**src/rtl/plru_pkg.sv**
```systemverilog
// Shared types and sizing helpers for the tree-PLRU replacement controller.
package plru_pkg;

    localparam int TREE_LVL_COUNT_DEFAULT = 3;
    localparam int WAY_COUNT_DEFAULT      = 1 << TREE_LVL_COUNT_DEFAULT;
    localparam int NODE_COUNT_DEFAULT     = WAY_COUNT_DEFAULT - 1;

    typedef logic [NODE_COUNT_DEFAULT-1:0] plru_node_t;

    typedef enum logic {
        PLRU_IDLE,
        PLRU_FLUSH
    } plru_fsm_e;

    function automatic int way_count(input int lvl);
        return 1 << lvl;
    endfunction

    function automatic int node_count(input int lvl);
        return (1 << lvl) - 1;
    endfunction

    // Nodes are stored pre-order: root, whole left subtree, whole right subtree.
    function automatic int node_lo(input int lvl, input int n);
        int idx;
        int lo;
        int ways;
        idx  = n;
        lo   = 0;
        ways = 1 << lvl;
        while (idx != 0) begin
            ways = ways / 2;
            idx  = idx - 1;
            if (idx >= ways - 1) begin
                idx = idx - (ways - 1);
                lo  = lo + ways;
            end
        end
        return lo;
    endfunction

    function automatic int node_span(input int lvl, input int n);
        int idx;
        int ways;
        idx  = n;
        ways = 1 << lvl;
        while (idx != 0) begin
            ways = ways / 2;
            idx  = idx - 1;
            if (idx >= ways - 1) begin
                idx = idx - (ways - 1);
            end
        end
        return ways;
    endfunction

endpackage

```
**src/rtl/plru_tree_logic.sv**
```systemverilog
// Combinational tree-PLRU kernel: next node vector for an access mask, and the
// one-hot victim the current node vector points at.
module plru_tree_logic
    import plru_pkg::*;
#(
    parameter  int TREE_LVL_COUNT = 3,
    localparam int WAY_COUNT      = way_count(TREE_LVL_COUNT),
    localparam int NODE_COUNT     = node_count(TREE_LVL_COUNT)
) (
    input  logic [NODE_COUNT-1:0] node_old,
    input  logic [WAY_COUNT-1:0]  access_mask,
    output logic [NODE_COUNT-1:0] node_new,
    output logic [WAY_COUNT-1:0]  victim_mask
);

    for (genvar n = 0; n < NODE_COUNT; n++) begin : g_node
        localparam int LO   = node_lo(TREE_LVL_COUNT, n);
        localparam int HALF = node_span(TREE_LVL_COUNT, n) / 2;
        logic left_hit;
        logic right_hit;
        assign left_hit    = |access_mask[LO +: HALF];
        assign right_hit   = |access_mask[LO+HALF +: HALF];
        // A node flips only when the side it points to was accessed.
        assign node_new[n] = node_old[n] ^ (node_old[n] ? right_hit : left_hit);
    end

    always_comb begin
        victim_mask = '0;
        for (int w = 0; w < WAY_COUNT; w++) begin
            int   node;
            int   lo;
            int   ways;
            logic hit;
            node = 0;
            lo   = 0;
            ways = WAY_COUNT;
            hit  = 1'b1;
            for (int d = 0; d < TREE_LVL_COUNT; d++) begin
                ways = ways / 2;
                if (w >= lo + ways) begin
                    hit  = hit & node_old[node];
                    node = node + ways;
                    lo   = lo + ways;
                end else begin
                    hit  = hit & ~node_old[node];
                    node = node + 1;
                end
            end
            victim_mask[w] = hit;
        end
    end

endmodule

```
**src/rtl/plru_replacer.sv**
```systemverilog
// Per-set tree-PLRU state with hit touches, registered victim responses and a
// sequenced flush. Define PLRU_ALLOC_TOUCH_EN to promote each victim to MRU.
module plru_replacer
    import plru_pkg::*;
#(
    parameter  int TREE_LVL_COUNT = 3,
    parameter  int SET_COUNT      = 16,
    localparam int WAY_COUNT      = way_count(TREE_LVL_COUNT),
    localparam int NODE_COUNT     = node_count(TREE_LVL_COUNT),
    localparam int SET_W          = $clog2(SET_COUNT)
) (
    input  logic                 clk,
    input  logic                 rstn,
    input  logic                 touch_vld_i,
    input  logic [SET_W-1:0]     touch_set_i,
    input  logic [WAY_COUNT-1:0] touch_way_mask_i,
    input  logic                 victim_req_vld_i,
    output logic                 victim_req_rdy_o,
    input  logic [SET_W-1:0]     victim_set_i,
    output logic                 victim_rsp_vld_o,
    output logic [WAY_COUNT-1:0] victim_way_mask_o,
    input  logic                 flush_i,
    output logic                 busy_o
);

    plru_fsm_e               state;
    plru_fsm_e               state_nxt;
    logic [SET_W-1:0]        flush_cnt;
    logic [SET_W-1:0]        flush_cnt_nxt;
    logic [NODE_COUNT-1:0]   nodes [SET_COUNT];

    logic                    touch_en;
    logic                    req_acc;
    logic                    alloc_en;
    logic [NODE_COUNT-1:0]   touch_old;
    logic [NODE_COUNT-1:0]   touch_new;
    logic [WAY_COUNT-1:0]    touch_vic_unused;
    logic [NODE_COUNT-1:0]   victim_old;
    logic [NODE_COUNT-1:0]   victim_node_unused;
    logic [WAY_COUNT-1:0]    victim_mask;
    logic [NODE_COUNT-1:0]   alloc_new;

    assign touch_en  = touch_vld_i && (state == PLRU_IDLE);
    assign req_acc   = victim_req_vld_i && (state == PLRU_IDLE);
    assign touch_old = nodes[touch_set_i];

    plru_tree_logic #(.TREE_LVL_COUNT(TREE_LVL_COUNT)) u_touch (
        .node_old    (touch_old),
        .access_mask (touch_way_mask_i),
        .node_new    (touch_new),
        .victim_mask (touch_vic_unused)
    );

    // Same-set touch is forwarded so the victim reflects this cycle's hit.
    assign victim_old = (touch_en && (touch_set_i == victim_set_i)) ? touch_new
                                                                    : nodes[victim_set_i];

    plru_tree_logic #(.TREE_LVL_COUNT(TREE_LVL_COUNT)) u_victim (
        .node_old    (victim_old),
        .access_mask ('0),
        .node_new    (victim_node_unused),
        .victim_mask (victim_mask)
    );

`ifdef PLRU_ALLOC_TOUCH_EN
    logic [WAY_COUNT-1:0] alloc_vic_unused;

    plru_tree_logic #(.TREE_LVL_COUNT(TREE_LVL_COUNT)) u_alloc (
        .node_old    (victim_old),
        .access_mask (victim_mask),
        .node_new    (alloc_new),
        .victim_mask (alloc_vic_unused)
    );
    assign alloc_en = req_acc;
`else
    assign alloc_new = victim_old;
    assign alloc_en  = 1'b0;
`endif

    // Control: flush sequencer
    always_ff @(posedge clk or negedge rstn) begin
        if (!rstn) begin
            state     <= PLRU_IDLE;
            flush_cnt <= '0;
        end else begin
            state     <= state_nxt;
            flush_cnt <= flush_cnt_nxt;
        end
    end

    always_comb begin
        state_nxt     = state;
        flush_cnt_nxt = flush_cnt;
        unique case (state)
            PLRU_IDLE: begin
                if (flush_i) begin
                    state_nxt     = PLRU_FLUSH;
                    flush_cnt_nxt = '0;
                end
            end
            PLRU_FLUSH: begin
                if (flush_cnt == SET_W'(SET_COUNT - 1)) begin
                    state_nxt = PLRU_IDLE;
                end else begin
                    flush_cnt_nxt = flush_cnt + 1'b1;
                end
            end
            default: state_nxt = PLRU_IDLE;
        endcase
    end

    assign victim_req_rdy_o = (state == PLRU_IDLE);
    assign busy_o           = (state == PLRU_FLUSH);

    // Node state: flush clear wins, then allocation promote, then hit touch
    always_ff @(posedge clk or negedge rstn) begin
        if (!rstn) begin
            for (int s = 0; s < SET_COUNT; s++) begin
                nodes[s] <= '0;
            end
        end else begin
            for (int s = 0; s < SET_COUNT; s++) begin
                if ((state == PLRU_FLUSH) && (flush_cnt == SET_W'(s))) begin
                    nodes[s] <= '0;
                end else if (alloc_en && (victim_set_i == SET_W'(s))) begin
                    nodes[s] <= alloc_new;
                end else if (touch_en && (touch_set_i == SET_W'(s))) begin
                    nodes[s] <= touch_new;
                end
            end
        end
    end

    // Response stage: mask holds between pulses
    always_ff @(posedge clk or negedge rstn) begin
        if (!rstn) begin
            victim_rsp_vld_o  <= 1'b0;
            victim_way_mask_o <= '0;
        end else begin
            victim_rsp_vld_o <= req_acc;
            if (req_acc) begin
                victim_way_mask_o <= victim_mask;
            end
        end
    end

endmodule

```
**config.mk**
```make
export PLATFORM = sky130hd
export DESIGN_NAME = plru_replacer
export DESIGN_NICKNAME = d
export VERILOG_FILES = /design/src/rtl/plru_pkg.sv /design/src/rtl/plru_tree_logic.sv /design/src/rtl/plru_replacer.sv
export SDC_FILE = /design/constraint.sdc
export NUM_CORES = 1
export LEC_CHECK = 0
export CAP_MARGIN = 10
export CORE_MARGIN = 5
export CORE_UTILIZATION = 45
export DETAILED_ROUTE_END_ITERATION = 8
export PLACE_DENSITY = 0.68
export SYNTH_ARGS = -nofsm -noshare
export SYNTH_HDL_FRONTEND = slang
export SYNTH_SLANG_ARGS = --single-unit
```
**constraint.sdc**
```tcl
create_clock -name clk -period 6.2 [get_ports clk]
set_input_delay 1.24 -clock clk [delete_from_list [all_inputs] [get_ports clk]]
set_output_delay 1.24 -clock clk [all_outputs]
set_load 0.005 [all_outputs]
```
==> impl_metrics.env, run 1 <==
export IMPL_clock_sinks=126
export IMPL_syn_inst=669
export IMPL_grt_usage_pct=24.0
export IMPL_leakage_uw=0.00364
export IMPL_drc=0
export IMPL_crit_start="touch_set_i[0]"
export IMPL_vdd_drop_max_mv=0.226
export IMPL_grt_max_degree=74
export IMPL_die_x_um=137
export IMPL_synth_area_um2=7260
export IMPL_switching_share_pct=33.0
export IMPL_grt_pass1_vias=5909
export IMPL_synthFlopType="dfrtp_1"
export IMPL_clockPowerShare_pct=32.7
export IMPL_antenna_cells=0
export IMPL_fmax_ghz=0.248
export IMPL_rows=46
export IMPL_root_buffer="clkbuf_16"
export IMPL_post_dp_cell_area_um2=7680
export IMPL_grt_overflow=0
export IMPL_wl_per_cell_um=23.2
export IMPL_io_buffers=31
export IMPL_worstPathCellList="clkdlybuf4s50_1 -> and2_1 -> a22oi_1 -> and4b_1 -> nor4b_2 -> buf_4 -> o21ai_0 -> o41ai_1"
export IMPL_antenna_found_initial=0
export IMPL_cts_buffer_depth=2
export IMPL_crit_type="input port to flop"
export IMPL_rr_worst_depth=6
export IMPL_r2r_slack_ns=3.64
export IMPL_worst_pin_slew_ns=1.09
export IMPL_clk_pin_slew_ns=0.05
export IMPL_power_frac_seq_pct=39.4
export IMPL_finalCriticalPeriod_ns=4.03
export IMPL_skew_ns=0.0101
export IMPL_htreeDepth=4
export IMPL_max_stage_delay_ns=0.79
export IMPL_ys_seq_elements=126
export IMPL_hold_path_class="flop to flop"
export IMPL_status="finished, final reports clean"
export IMPL_cts_tree="done"
export IMPL_r2r_start="busy_o"
export IMPL_antenna_left=0
export IMPL_async_flop_share_pct=100
export IMPL_critPathArrivalTime_ns=4.33
export IMPL_gp_congestion=0.925
export IMPL_r2r_end="nodes[91]"
export IMPL_yosys_warnings=0
export IMPL_clock_latency_ns=0.42
export IMPL_power_internal_uw=2150
export IMPL_synth_edf_count=0
export IMPL_core_um2=15900
export IMPL_cp_depth=8
export IMPL_dp_hpwl_um=15100
export IMPL_power_net_switching_uw=1060
export IMPL_firstDrtPassIters=7
export IMPL_cts_buffers=17
export IMPL_pin_count=32
export IMPL_rsz0062_at_grt="no"
export IMPL_utilization_pct=52.2
export IMPL_drv_slew=0
export IMPL_crit_path_end_kind="flop"
export IMPL_die_y_um=137
export IMPL_layout_drive_gt1_share_pct=10.9
export IMPL_avgSynthCellArea_um2=10.9
export IMPL_p_total_uw=3210
export IMPL_fin_crit_sh_pct=65.0
export IMPL_viasPerCell=6.54
export IMPL_synth_cell_types=52
export IMPL_final_cell_mix="126 x dfrtp_1, 98 x nand2_1, 62 x o21ai_0, 58 x mux2i_1, 38 x a22o_1"
export IMPL_synth_top_cell_area_share_pct=43.4
export IMPL_final_common_cell="dfrtp_1"
export IMPL_cp_required_ns=6.50
export IMPL_p_comb_share_pct=27.9
export IMPL_fin_area_um2=8300
export IMPL_setup_tns_ns=0
export IMPL_seq_area_frac_synth_pct=43.4
export IMPL_final_nets=711
export IMPL_ctsResizeCount=0
export IMPL_synth_nets=694
export IMPL_setup_viol=0
export IMPL_synthTopCellsByArea="dfrtp_1 43%, mux2i_1 8.0%, mux4_2 6.2%, mux4_1 5.8%, nand2_1 5.1%"
export IMPL_crit_fanout=13
export IMPL_start_util_pct=45.7
export IMPL_postCtsSetupBuffers=0
export IMPL_drt_initial_drc_count=638
export IMPL_endpoint="victim_way_mask_o[6]"
export IMPL_die_area_um2=18800
export IMPL_cellPowerDensity_nw_per_um2=387
export IMPL_vias=5961
export IMPL_relSlewSlack_pct=27.3
export IMPL_finalHoldViolations=0
export IMPL_grt_pass1_wl_um=33800
export IMPL_worst_path_buf_inv=2
export IMPL_hold_buffers=0
export IMPL_area_delta_synth_final_pct=14.3
export IMPL_worst_path_max_delay_cell="clkdlybuf4s50_1"
export IMPL_drt_wl_total_um=21200
export IMPL_yosysTopAreaCell="dfrtp_1"
export IMPL_cap_viol_max_count=0
export IMPL_path_delay_family="simple AND/OR/NAND/NOR gates"
export IMPL_min_from="victim_way_mask_o[4]"
export IMPL_crit_path_start_kind="input port"
final cells by class:
class / instances / area, um2
multi-input cells: 494 / 3840
well taps: 216 / 270
fillers: 1401 / 7590
flip-flops and latches: 126 / 3150
clock buffers: 22 / 484
repair buffers: 42 / 393
inverters: 5 / 18.8
clock inverters: 7 / 135
synthesized netlist by cell type, types with 3 or more instances:
cell,count
dfrtp_1,126
nand2_1,98
o21ai_0,62
mux2i_1,58
a22o_1,38
nor2_1,32
a22oi_1,23
clkbuf_1,20
mux4_2,20
a21oi_1,18
mux4_1,16
o2bb2ai_1,16
a31oi_1,12
nand3_1,11
buf_2,8
nor3_1,8
and3_1,7
buf_6,7
nand2b_1,7
nor2b_1,7
buf_1,6
and2_1,5
inv_1,5
o21a_1,5
xnor2_1,5
and4b_1,4
ha_1,4
o211ai_1,4
o21ai_1,4
o41ai_1,4
nand4b_1,3
worst reg2reg max path: stages (launching register included):
cell and delay [ns]:
dfrtp_1 0.63, nand2b_1 0.31, nor2_1 0.16, nand2_1 0.16
nor3_1 0.54, a21oi_1 0.36, a22o_1 0.28
routing by layer:
metal  up-vias  GRT usage, %  share of wire [%]
li1       2595             -                  -
met5         -             0                  0
met3        64          6.14                7.6
met4         0          12.2                4.1
met1      2999          30.8                 41
met2       303          37.8                 48
registers in the layout (all words and copies together), names as in the netlist:
name	count
victim_way_mask_o	8
nodes	112
flush_cnt	4
victim_rsp_vld_o	1
busy_o	1
how the worst min path moves through the flow:
stage	slack, ns	end	cells past startpoint
global placement	0.46	victim_way_mask_o[3]	2
CTS	0.48	victim_way_mask_o[3]	2
global route	0.51	victim_way_mask_o[0]	2
floorplan	0.46	nodes[103]	2
finish	0.48	victim_way_mask_o[4]	2
detailed placement	0.47	victim_way_mask_o[3]	2
cell families after synthesis:
group,after synthesis,share of synthesized area (%)
AO/OA/AOI/OAI,195,18.3
AND/OR/NAND/NOR,195,13.0
flip-flops,126,43.4
multiplexers,95,20.2
buffers and inverters,49,3.72
XOR/XNOR,5,0.603
adder cells (fa/ha/maj),4,0.689
metrics by stage:
step                      instances  setup slack (ns)  hold slack, ns
final                           912              2.17           0.479
after global routing            912              1.95           0.508
after CTS                       912              2.26           0.485
after detailed placement        883              1.85           0.472
after global placement          883              2.07           0.460
after floorplan                 669              2.85           0.462
power groups by stage:
stage / Combinational, uW / Sequential (uW) / Clock, uW
after floorplan: 650 / 1170 / 0
after global placement: 860 / 1250 / 0
after detailed placement: 887 / 1260 / 0
after CTS: 890 / 1250 / 1060
after global routing: 977 / 1290 / 1090
final: 898 / 1270 / 1050
Note: power is estimated with default switching activity, not from simulation.
==> run 2: changes to the inputs <==
clock period = 3.75 ns   (was 6.2 ns; I/O delays follow)
==> run 2 against run 1 <==
Effect of this change: sequential power increased by 63%; clock power increased by 59%; first-iteration DRC count increased by 29%; sequential share of layout area decreased by 0.68 points; critical endpoint unchanged; highest routed layer is now met5.
==> impl_metrics.env, run 2 (synthesis gave the netlist of run 1 again) <==
export IMPL_leakage_uw=0.00374
export IMPL_dp_hpwl_um=15800
export IMPL_cellPowerDensity_nw_per_um2=625
export IMPL_ctsResizeCount=0
export IMPL_r2r_start="busy_o"
export IMPL_crit_path_start_kind="input port"
export IMPL_antenna_found_initial=1
export IMPL_setup_viol=0
export IMPL_cts_buffer_depth=2
export IMPL_finalHoldViolations=0
export IMPL_antenna_left=0
export IMPL_start_util_pct=45.7
export IMPL_die_x_um=137
export IMPL_crit_fanout=14
export IMPL_final_common_cell="dfrtp_1"
export IMPL_vdd_drop_max_mv=0.363
export IMPL_pin_count=32
export IMPL_switching_share_pct=33.3
export IMPL_grt_pass1_vias=6025
export IMPL_relSlewSlack_pct=24.9
export IMPL_drt_wl_total_um=21500
export IMPL_crit_path_end_kind="flop"
export IMPL_r2r_end="nodes[109]"
export IMPL_viasPerCell=6.40
export IMPL_final_cell_mix="126 x dfrtp_1, 98 x nand2_1, 62 x o21ai_0, 58 x mux2i_1, 38 x a22o_1"
export IMPL_grt_pass1_wl_um=34000
export IMPL_cts_tree="done"
export IMPL_htreeDepth=4
export IMPL_p_comb_share_pct=29.1
export IMPL_power_net_switching_uw=1760
export IMPL_grt_overflow=0
export IMPL_whs_ns=0.397
export IMPL_core_um2=15900
export IMPL_crit_start="touch_set_i[0]"
export IMPL_worst_path_max_delay_cell="nor2b_1"
export IMPL_drt_initial_drc_count=824
export IMPL_postCtsSetupBuffers=0
export IMPL_wl_per_cell_um=23.0
export IMPL_root_buffer="clkbuf_16"
export IMPL_rows=46
export IMPL_rr_worst_depth=5
export IMPL_endpoint="victim_way_mask_o[6]"
export IMPL_vias=5987
export IMPL_critPathArrivalTime_ns=3.57
export IMPL_regMostFlops="nodes"
export IMPL_clock_sinks=126
export IMPL_largestRegisters="nodes (112), victim_way_mask_o (8), flush_cnt (4)"
export IMPL_clockPowerShare_pct=31.6
export IMPL_final_nets=731
export IMPL_clock_latency_ns=0.42
export IMPL_area_delta_synth_final_pct=16.4
export IMPL_clk_pin_slew_ns=0.05
export IMPL_worstPathCellList="clkdlybuf4s50_1 -> nor2b_1 -> a22oi_1 -> and4b_1 -> nor4b_2 -> buf_4 -> o21ai_0 -> o41ai_1"
export IMPL_die_area_um2=18800
export IMPL_drc=0
export IMPL_finalCriticalPeriod_ns=3.27
export IMPL_status="finished, final reports clean"
export IMPL_cts_buffers=17
export IMPL_max_stage_delay_ns=0.88
export IMPL_firstDrtPassIters=6
export IMPL_fin_crit_sh_pct=87.2
export IMPL_hold_path_class="input port to async pin"
export IMPL_power_internal_uw=3520
export IMPL_cap_viol_max_count=0
export IMPL_grt_max_degree=60
export IMPL_r2r_slack_ns=1.17
export IMPL_largest_reg_flops=112
export IMPL_grt_usage_pct=24.1
export IMPL_die_y_um=137
export IMPL_cp_required_ns=4.05
export IMPL_io_buffers=31
export IMPL_power_frac_seq_pct=39.3
export IMPL_setup_tns_ns=0
export IMPL_gp_congestion=0.923
export IMPL_skew_ns=0.00745
export IMPL_antenna_cells=0
export IMPL_rsz0062_at_grt="no"
export IMPL_drv_slew=0
export IMPL_hold_buffers=0
export IMPL_crit_type="input port to flop"
export IMPL_worst_pin_slew_ns=1.12
export IMPL_fmax_ghz=0.306
export IMPL_layout_drive_gt1_share_pct=13.5
-- run 2: cell types whose count changed in the layout (fill, tap and decap cells not counted), sizes merged --
cell / change
clkbuf: +5
bufinv: -2
buf: +20
-- run 2: metal layers --
layer,vias to the layer above,track usage (%),share of wire [%]
li1,2619,-,-
met1,2986,31.4,41
met2,311,38.9,48
met3,69,5.22,7.5
met4,2,10.6,3.5
met5,-,0,0.060
-- run 2: worst min-delay path by stage --
| stage | startpoint | end | slack [ns] | depth (start not counted) |
|---|---|---|---|---|
| final | rstn | nodes[106] | 0.40 | 1 |
| after global routing | rstn | nodes[106] | 0.45 | 1 |
| after CTS | rstn | nodes[106] | 0.41 | 1 |
| after detailed placement | victim_way_mask_o[4] | victim_way_mask_o[4] | 0.47 | 2 |
| after global placement | victim_way_mask_o[3] | victim_way_mask_o[3] | 0.47 | 2 |
| after floorplan | rstn | busy_o | 0.45 | 0 |
-- run 2: layout make-up --
type	instances	area (um2)
Sequential cell	126	3150
Clock inverter	5	75.1
Inverter	5	18.8
Fill cell	1399	7430
Clock buffer	27	533
Multi-Input combinational cell	494	3840
Timing Repair Buffer	62	556
Tap cell	216	270
-- run 2: metrics by stage --
stage	std cells	utilization [%]	setup WS [ns]	total power (uW)	instance area [um2]
after floorplan	669	-	0.891	3010	7260
after global placement	903	49.4	0.300	3520	7840
after detailed placement	903	49.4	0.0681	3580	7840
after CTS	935	53.2	0.516	5260	8450
after global routing	935	53.2	0.196	5540	8450
final	935	53.2	0.480	5280	8450
-- run 2: critical path: cells and delay by family --
family          cells  cell delay [ns]
simple gates        3             1.42
compound gates      3             0.67
buf+inv             2             0.73
-- run 2: power by group through the flow --
stage,Sequential (uW),Combinational (uW),Clock [uW]
5_1_grt,2120,1670,1750
2_1_floorplan,1930,1070,0
3_5_place_dp,2070,1510,0
4_1_cts,2060,1520,1680
6_report,2070,1540,1670
3_3_place_gp,2040,1470,0
==> run 3: changes to the inputs <==
SKIP_LAST_GASP = 1   (was unset)
==> results of run 3 <==
No change in the layout: final DEF, timing and power equal those of run 2.
